<file path="src/rtl/ex_muldiv_stage_pkg.sv">
// Shared op codes, FSM encodings and bus widths for the THCO-MIPS execute stage.
// Build option: define EX_DIV_EN to include the DIV/MOD datapath.
package ex_muldiv_stage_pkg;

    localparam int EX_DATA_W     = 16;
    localparam int EX_ITER       = 16;
    localparam int EX_CNT_W      = 5;
    localparam int ALUOP_W       = 5;
    localparam int STALL_W       = 6;
    localparam int REG_ADDR_W    = 4;
    localparam int STALL_EX_BIT  = 3;
    localparam int STALL_MEM_BIT = 4;

    localparam logic STOP          = 1'b1;
    localparam logic NO_STOP       = 1'b0;
    localparam logic WRITE_ENABLE  = 1'b1;
    localparam logic WRITE_DISABLE = 1'b0;
    localparam logic RST_ENABLE    = 1'b0;

    localparam logic [REG_ADDR_W-1:0] DISABLE_REG_ADDR = '0;

    typedef enum logic [ALUOP_W-1:0] {
        ALU_NOP  = 5'd0,
        ALU_ADD  = 5'd1,
        ALU_SUB  = 5'd2,
        ALU_AND  = 5'd3,
        ALU_OR   = 5'd4,
        ALU_XOR  = 5'd5,
        ALU_NOT  = 5'd6,
        ALU_SLL  = 5'd7,
        ALU_SRL  = 5'd8,
        ALU_SRA  = 5'd9,
        ALU_SLT  = 5'd10,
        ALU_SLTU = 5'd11,
        ALU_CMP  = 5'd12,
        ALU_MOV  = 5'd13,
        ALU_MUL  = 5'd14,
        ALU_DIV  = 5'd15,
        ALU_MOD  = 5'd16
    } alu_op_e;

    typedef enum logic [1:0] {
        EX_IDLE = 2'd0,
        EX_BUSY = 2'd1,
        EX_DONE = 2'd2
    } ex_state_e;

    // Ops that go through the iterative unit rather than the single-cycle ALU.
    function automatic logic is_muldiv_op(input logic [ALUOP_W-1:0] op);
`ifdef EX_DIV_EN
        return (op == ALU_MUL) || (op == ALU_DIV) || (op == ALU_MOD);
`else
        return (op == ALU_MUL);
`endif
    endfunction

endpackage

</file>
<file path="src/rtl/ex_muldiv_stage_muldiv.sv">
// Iterative shift-add multiplier and restoring divider with an IDLE/BUSY/DONE FSM.
// Build option: EX_DIV_EN adds the DIV/MOD datapath; otherwise only MUL is handled.
module ex_muldiv_stage_muldiv
    import ex_muldiv_stage_pkg::*;
#(
    parameter int DATA_W = EX_DATA_W,
    parameter int ITER   = EX_ITER,
    parameter int CNT_W  = EX_CNT_W
) (
    input  logic               clk,
    input  logic               rst,
    input  logic               start_i,
    input  logic [ALUOP_W-1:0] op_i,
    input  logic [DATA_W-1:0]  op1_i,
    input  logic [DATA_W-1:0]  op2_i,
    input  logic               stall_ex_i,
    output logic [DATA_W-1:0]  result_o,
    output logic               busy_o,
    output ex_state_e          state_o
);

    ex_state_e          state_q, state_d;
    logic [CNT_W-1:0]   cnt_q, cnt_d;
    logic [DATA_W-1:0]  acc_q, acc_d;
    logic [DATA_W-1:0]  a_q, a_d;
    logic [DATA_W-1:0]  b_q, b_d;
    logic               launch;

`ifdef EX_DIV_EN
    logic [ALUOP_W-1:0] op_q, op_d;
    logic [DATA_W:0]    rem_shift;
    logic [DATA_W:0]    rem_diff;
`endif

    assign launch   = start_i && is_muldiv_op(op_i);
    assign busy_o   = ((state_q == EX_IDLE) && launch) || (state_q == EX_BUSY);
    assign state_o  = state_q;

    // MUL: acc = product, a = multiplicand, b = multiplier.
    // DIV/MOD: acc = remainder, a = dividend shifting into quotient, b = divisor.
`ifdef EX_DIV_EN
    assign result_o = (op_q == ALU_DIV) ? a_q : acc_q;
`else
    assign result_o = acc_q;
`endif

    always_comb begin
        state_d = state_q;
        cnt_d   = cnt_q;
        acc_d   = acc_q;
        a_d     = a_q;
        b_d     = b_q;
`ifdef EX_DIV_EN
        op_d      = op_q;
        rem_shift = {acc_q, a_q[DATA_W-1]};
        rem_diff  = rem_shift - {1'b0, b_q};
`endif
        case (state_q)
            EX_IDLE: begin
                if (launch) begin
                    cnt_d   = '0;
                    acc_d   = '0;
                    a_d     = op1_i;
                    b_d     = op2_i;
                    state_d = EX_BUSY;
`ifdef EX_DIV_EN
                    op_d = op_i;
                    if ((op_i != ALU_MUL) && (op2_i == '0)) begin
                        acc_d   = op1_i;
                        a_d     = '1;
                        state_d = EX_DONE;
                    end
`endif
                end
            end
            EX_BUSY: begin
                cnt_d = cnt_q + 1'b1;
`ifdef EX_DIV_EN
                if (op_q == ALU_MUL) begin
`endif
                    if (b_q[0]) begin
                        acc_d = acc_q + a_q;
                    end
                    a_d = a_q << 1;
                    b_d = b_q >> 1;
`ifdef EX_DIV_EN
                end else begin
                    if (rem_shift >= {1'b0, b_q}) begin
                        acc_d = rem_diff[DATA_W-1:0];
                        a_d   = {a_q[DATA_W-2:0], 1'b1};
                    end else begin
                        acc_d = rem_shift[DATA_W-1:0];
                        a_d   = {a_q[DATA_W-2:0], 1'b0};
                    end
                end
`endif
                if (cnt_q == CNT_W'(ITER - 1)) begin
                    state_d = EX_DONE;
                end
            end
            EX_DONE: begin
                if (stall_ex_i == NO_STOP) begin
                    state_d = EX_IDLE;
                end
            end
            default: state_d = EX_IDLE;
        endcase
    end

    always_ff @(posedge clk) begin
        if (rst == RST_ENABLE) begin
            state_q <= EX_IDLE;
            cnt_q   <= '0;
            acc_q   <= '0;
            a_q     <= '0;
            b_q     <= '0;
`ifdef EX_DIV_EN
            op_q    <= ALU_NOP;
`endif
        end else begin
            state_q <= state_d;
            cnt_q   <= cnt_d;
            acc_q   <= acc_d;
            a_q     <= a_d;
            b_q     <= b_d;
`ifdef EX_DIV_EN
            op_q    <= op_d;
`endif
        end
    end

endmodule

</file>
<file path="src/rtl/ex_muldiv_stage.sv">
// THCO-MIPS execute stage: single-cycle ALU plus iterative MUL (and DIV/MOD with EX_DIV_EN).
// Build option: EX_DIV_EN enables DIV/MOD; otherwise they are treated as unknown ops.
module ex_muldiv_stage
    import ex_muldiv_stage_pkg::*;
#(
    parameter int DATA_W = EX_DATA_W,
    parameter int ITER   = EX_ITER,
    parameter int CNT_W  = EX_CNT_W
) (
    input  logic                  clk,
    input  logic                  rst,
    input  logic [STALL_W-1:0]    stall,
    input  logic [ALUOP_W-1:0]    aluOp_i,
    input  logic [DATA_W-1:0]     operand1_i,
    input  logic [DATA_W-1:0]     operand2_i,
    input  logic                  wReg_i,
    input  logic [REG_ADDR_W-1:0] wRegAddr_i,
    output logic                  wReg_o,
    output logic [REG_ADDR_W-1:0] wRegAddr_o,
    output logic [DATA_W-1:0]     wData_o,
    output logic                  stallReq_o
);

    localparam int SHAMT_W = $clog2(DATA_W);

    logic [SHAMT_W-1:0] shamt;
    logic [DATA_W-1:0]  alu_data;
    logic               alu_valid;
    logic               md_op;
    logic [DATA_W-1:0]  md_result;
    logic               md_busy;
    ex_state_e          md_state;
    logic               unused_stall;

    // Only the EX bit of the stall vector matters here.
    assign unused_stall = ^{stall[STALL_W-1:STALL_EX_BIT+1], stall[STALL_EX_BIT-1:0]};
    assign shamt        = operand2_i[SHAMT_W-1:0];
    assign md_op        = is_muldiv_op(aluOp_i);

    ex_muldiv_stage_muldiv #(
        .DATA_W (DATA_W),
        .ITER   (ITER),
        .CNT_W  (CNT_W)
    ) u_muldiv (
        .clk        (clk),
        .rst        (rst),
        .start_i    (md_op),
        .op_i       (aluOp_i),
        .op1_i      (operand1_i),
        .op2_i      (operand2_i),
        .stall_ex_i (stall[STALL_EX_BIT]),
        .result_o   (md_result),
        .busy_o     (md_busy),
        .state_o    (md_state)
    );

    always_comb begin
        alu_data  = '0;
        alu_valid = 1'b1;
        case (aluOp_i)
            ALU_NOP:  alu_data = '0;
            ALU_ADD:  alu_data = operand1_i + operand2_i;
            ALU_SUB:  alu_data = operand1_i - operand2_i;
            ALU_AND:  alu_data = operand1_i & operand2_i;
            ALU_OR:   alu_data = operand1_i | operand2_i;
            ALU_XOR:  alu_data = operand1_i ^ operand2_i;
            ALU_NOT:  alu_data = ~operand1_i;
            ALU_SLL:  alu_data = operand1_i << shamt;
            ALU_SRL:  alu_data = operand1_i >> shamt;
            ALU_SRA:  alu_data = $unsigned($signed(operand1_i) >>> shamt);
            ALU_SLT:  alu_data[0] = $signed(operand1_i) < $signed(operand2_i);
            ALU_SLTU: alu_data[0] = operand1_i < operand2_i;
            ALU_CMP:  alu_data[0] = operand1_i != operand2_i;
            ALU_MOV:  alu_data = operand2_i;
            default:  alu_valid = 1'b0;
        endcase
    end

    // A finished result wins over the op input so it stays visible under back-pressure.
    always_comb begin
        wReg_o     = WRITE_DISABLE;
        wRegAddr_o = DISABLE_REG_ADDR;
        wData_o    = '0;
        stallReq_o = 1'b0;
        if (rst != RST_ENABLE) begin
            wRegAddr_o = wRegAddr_i;
            if (md_state == EX_DONE) begin
                wData_o = md_result;
                wReg_o  = wReg_i;
            end else if (md_op) begin
                wReg_o     = wReg_i;
                stallReq_o = md_busy;
            end else begin
                wData_o = alu_data;
                wReg_o  = wReg_i & alu_valid;
            end
        end
    end

endmodule

</file>
<file path="config.mk">
export PLATFORM = sky130hd
export DESIGN_NAME = ex_muldiv_stage
export DESIGN_NICKNAME = d
export VERILOG_FILES = /design/src/rtl/ex_muldiv_stage_pkg.sv /design/src/rtl/ex_muldiv_stage_muldiv.sv /design/src/rtl/ex_muldiv_stage.sv
export SDC_FILE = /design/constraint.sdc
export NUM_CORES = 1
export LEC_CHECK = 0
export ABC_CLOCK_PERIOD_IN_PS = 6000
export BUFFER_PORTS_ARGS = -buffer_cell sky130_fd_sc_hd__buf_2
export CORE_MARGIN = 2
export CORE_UTILIZATION = 60
export DETAILED_ROUTE_END_ITERATION = 10
export HOLD_SLACK_MARGIN = 0.05
export PLACE_DENSITY = 0.85
export RECOVER_POWER = 100
export SLEW_MARGIN = 10
export SYNTH_ARGS = -nofsm -noshare
export SYNTH_HDL_FRONTEND = slang
export SYNTH_HIERARCHICAL = 1
export SYNTH_SLANG_ARGS = --single-unit
</file>
<file path="constraint.sdc">
create_clock -name clk -period 6 [get_ports clk]
set_input_delay 1.2 -clock clk [delete_from_list [all_inputs] [get_ports clk]]
set_output_delay 1.2 -clock clk [all_outputs]
set_load 0.01 [all_outputs]
</file>
==> metrics <==
top cells by count, synth=110 x nand2_1, 100 x nor2_1, 69 x ha_1; Synth Area per Inst=7.418 sq um; async set or reset register ratio after synthesis=0%; Overall Global Routing Usage=38.37%; RSZ-0062 raised after global routing=false; share of layout cells above drive strength 1=11.40%; Rows=41; routed vias=8505; max_slew headroom=-30.51%; initial core utilization=61.09%; Area Overhead vs Synth=5.965%; DRC viols=0; Worst Clk Skew=0.006273 ns; postcts setup bufs=0; TritonCTS buffer count=5; Area after DPL=8035 sq um; initial drt markers=1206; CP max stage delay=0.58 ns; largest net degree at the start of global routing=71; VDD IR-drop max=0.1065 mV; largest area contributor in the netlist=dfxtp_1; # hold bufs at CTS=0; met3 wire length=2996 um; met1 wire length=10730 um; Inserted Diodes=0; critical path type=input pin to output port; root buffer cell=clkbuf_16; # port buffers=66; Final period util=92.82%; Final #Nets=1174; DR WL met2=11280 um; Skew-Pair Late Insertion Delay=0.31 ns; clock-pin transition on the worst setup and hold timing paths=0.07 ns; Synth cell types=87; Main synth FF type=dfxtp_1; PD cells=131.8 nW/um^2; CTS tree=built; Setup crit end kind=output port; Final Hold Viols=0; DR vias/cell=6.943; Die H=117.1 um; Max Freq=179.6 MHz; Ys Warns=6; Slew @ Worst Pin=1.958 ns; IO Count=72; Post-Syn Nets=1157; Die X=117.1 um; FILL cells=1181; Core ar.=12570 sq um; GRT Residual Overflow=0; LEAKAGE=3.589 nW; CTS H-Tree Depth=2; GPL Wtd Cong=1.041; Hold/Removal Path Class=register to register; Arr. time, crit path=4.37 ns; Final ANT Viol Nets=0; Reg area=1101 sq um; Max-Cap Viols=1; Mapped Area=7677 sq um; Cells after Synth=1035; fin area=8135 sq um; Final Core Density=64.73%; Critical Path Fanout Max=7; full die area=13720 sq um; top cell type's share of synthesized area=14.34%; Tmin final=5.569 ns; post-DP HPWL=19830 um; CP cell instances=clkbuf_1, inv_1, ha_1, o21ba_1, a2111o_1, a2111oi_2, o21ai_2, a211oi_1, o311ai_1, a31oi_1, buf_2; highest metal layer with signal wires=met4; CTS Buffer Depth=2; Routed WL per cell=21.87 um; final setup fails=0; EDFF count, synth=0; cell with the most instances after synthesis=nand2_1; area of the multi-input gates=5971 sq um; post-synthesis sequential area ratio=14.34%; status=complete, but fails checks; router iterations before antenna repair=7; Max Transition Viols Final=50; post-CTS sizing=0; # clock sinks=55; Slowest-stage cell, CP=a2111oi_2; top cells by area, synth=dfxtp_1 14%, ha_1 11%, mux2i_1 6.9%, nand2_1 5.4%, nor2_1 4.9%; vias in the first global route=7372; Min Hold Slack=0.4750 ns; initial antenna violation count=0; CP required=4.80 ns; post-synthesis register bit count=55; PnR Total Power=0.001072 W; WL final=26790 um; first-pass GRT wire length=40280 um; setup TNS=0 ns; CP startpoint kind=input pin; failing checks=max-capacitance violations, max-slew violations
## sequential cells by signal (all words and copies together) (netlist names)
signal,count
u_muldiv/result_o,16
u_muldiv/cnt_q,5
u_muldiv/b_q,16
u_muldiv/state_o,2
u_muldiv/a_q,16
## report_power, final
| part | internal (W) | total (W) | switching (W) |
|---|---|---|---|
| clock network | 0.000168 | 0.000319 | 0.000152 |
| logic | 0.000138 | 0.000387 | 0.000249 |
| registers | 0.000365 | 0.000365 | 0.000000329 |
## kinds of logic after synthesis
family                     synth area share [%]
buffers and inverters                     7.709
adders and majority gates                 12.03
AOI/OAI and AO/OA                         29.82
and+or+nand+nor                           22.28
xor gates and xnor gates                  1.483
DFF                                       14.34
muxes                                     12.34
## critical path, delay by kind of cell
kind	cells	cell delay [ns]
AOI/OAI and AO/OA	7	2.17
buffers and inverters	3	0.73
adders and majority gates	1	0.26
## area by class of cell
class	instances	share of cell area (%)
Clock buffer	6	1.707
Sequential cell	55	13.53
Clock inverter	2	0.1692
Tap cell	172	2.645
Timing Repair Buffer	90	5.921
Inverter	57	2.630
Multi-Input combinational cell	843	73.39
## stage by stage
stage / worst slack [ns] / std cells
floorplan: 0.7231 / 1035
global placement: 0.7077 / 1217
detailed placement: 0.6952 / 1217
CTS: 0.6786 / 1225
global route: 0.2607 / 1225
finish: 0.4308 / 1225
## cells in the final DEF (no fill, tap or decap), types with 27 or more instances in the layout
cell        n
a211oi_1   27
a21oi_1    64
buf_2      51
dfxtp_1    55
ha_1       69
inv_1      55
mux2i_1    53
nand2_1   110
nor2_1    100
o21ai_0    54
## per-layer routing
| layer | GRT usage (%) | vias to the layer above |
|---|---|---|
| met4 | 24.16 | 0 |
| li1 | - | 3860 |
| met5 | 0 | - |
| met1 | 51.90 | 3926 |
| met2 | 56.42 | 585 |
| met3 | 6.952 | 134 |
## final timing paths
kind / start / to / slack [ns] / cells after the start
hold reg to reg: u_muldiv/cnt_q[3]$_SDFFE_PN0P_ / u_muldiv/cnt_q[3]$_SDFFE_PN0P_ / 0.48 / 1
setup / recovery: operand1_i[0] / wData_o[15] / 0.43 / 11
hold / removal: u_muldiv/cnt_q[3]$_SDFFE_PN0P_ / u_muldiv/cnt_q[3]$_SDFFE_PN0P_ / 0.48 / 1
setup reg to reg: u_muldiv/state_o[1]$_SDFFE_PN0P_ / u_muldiv/b_q[10]$_SDFFE_PN0P_ / 2.65 / 5
Power figures use the tool's default switching activity.
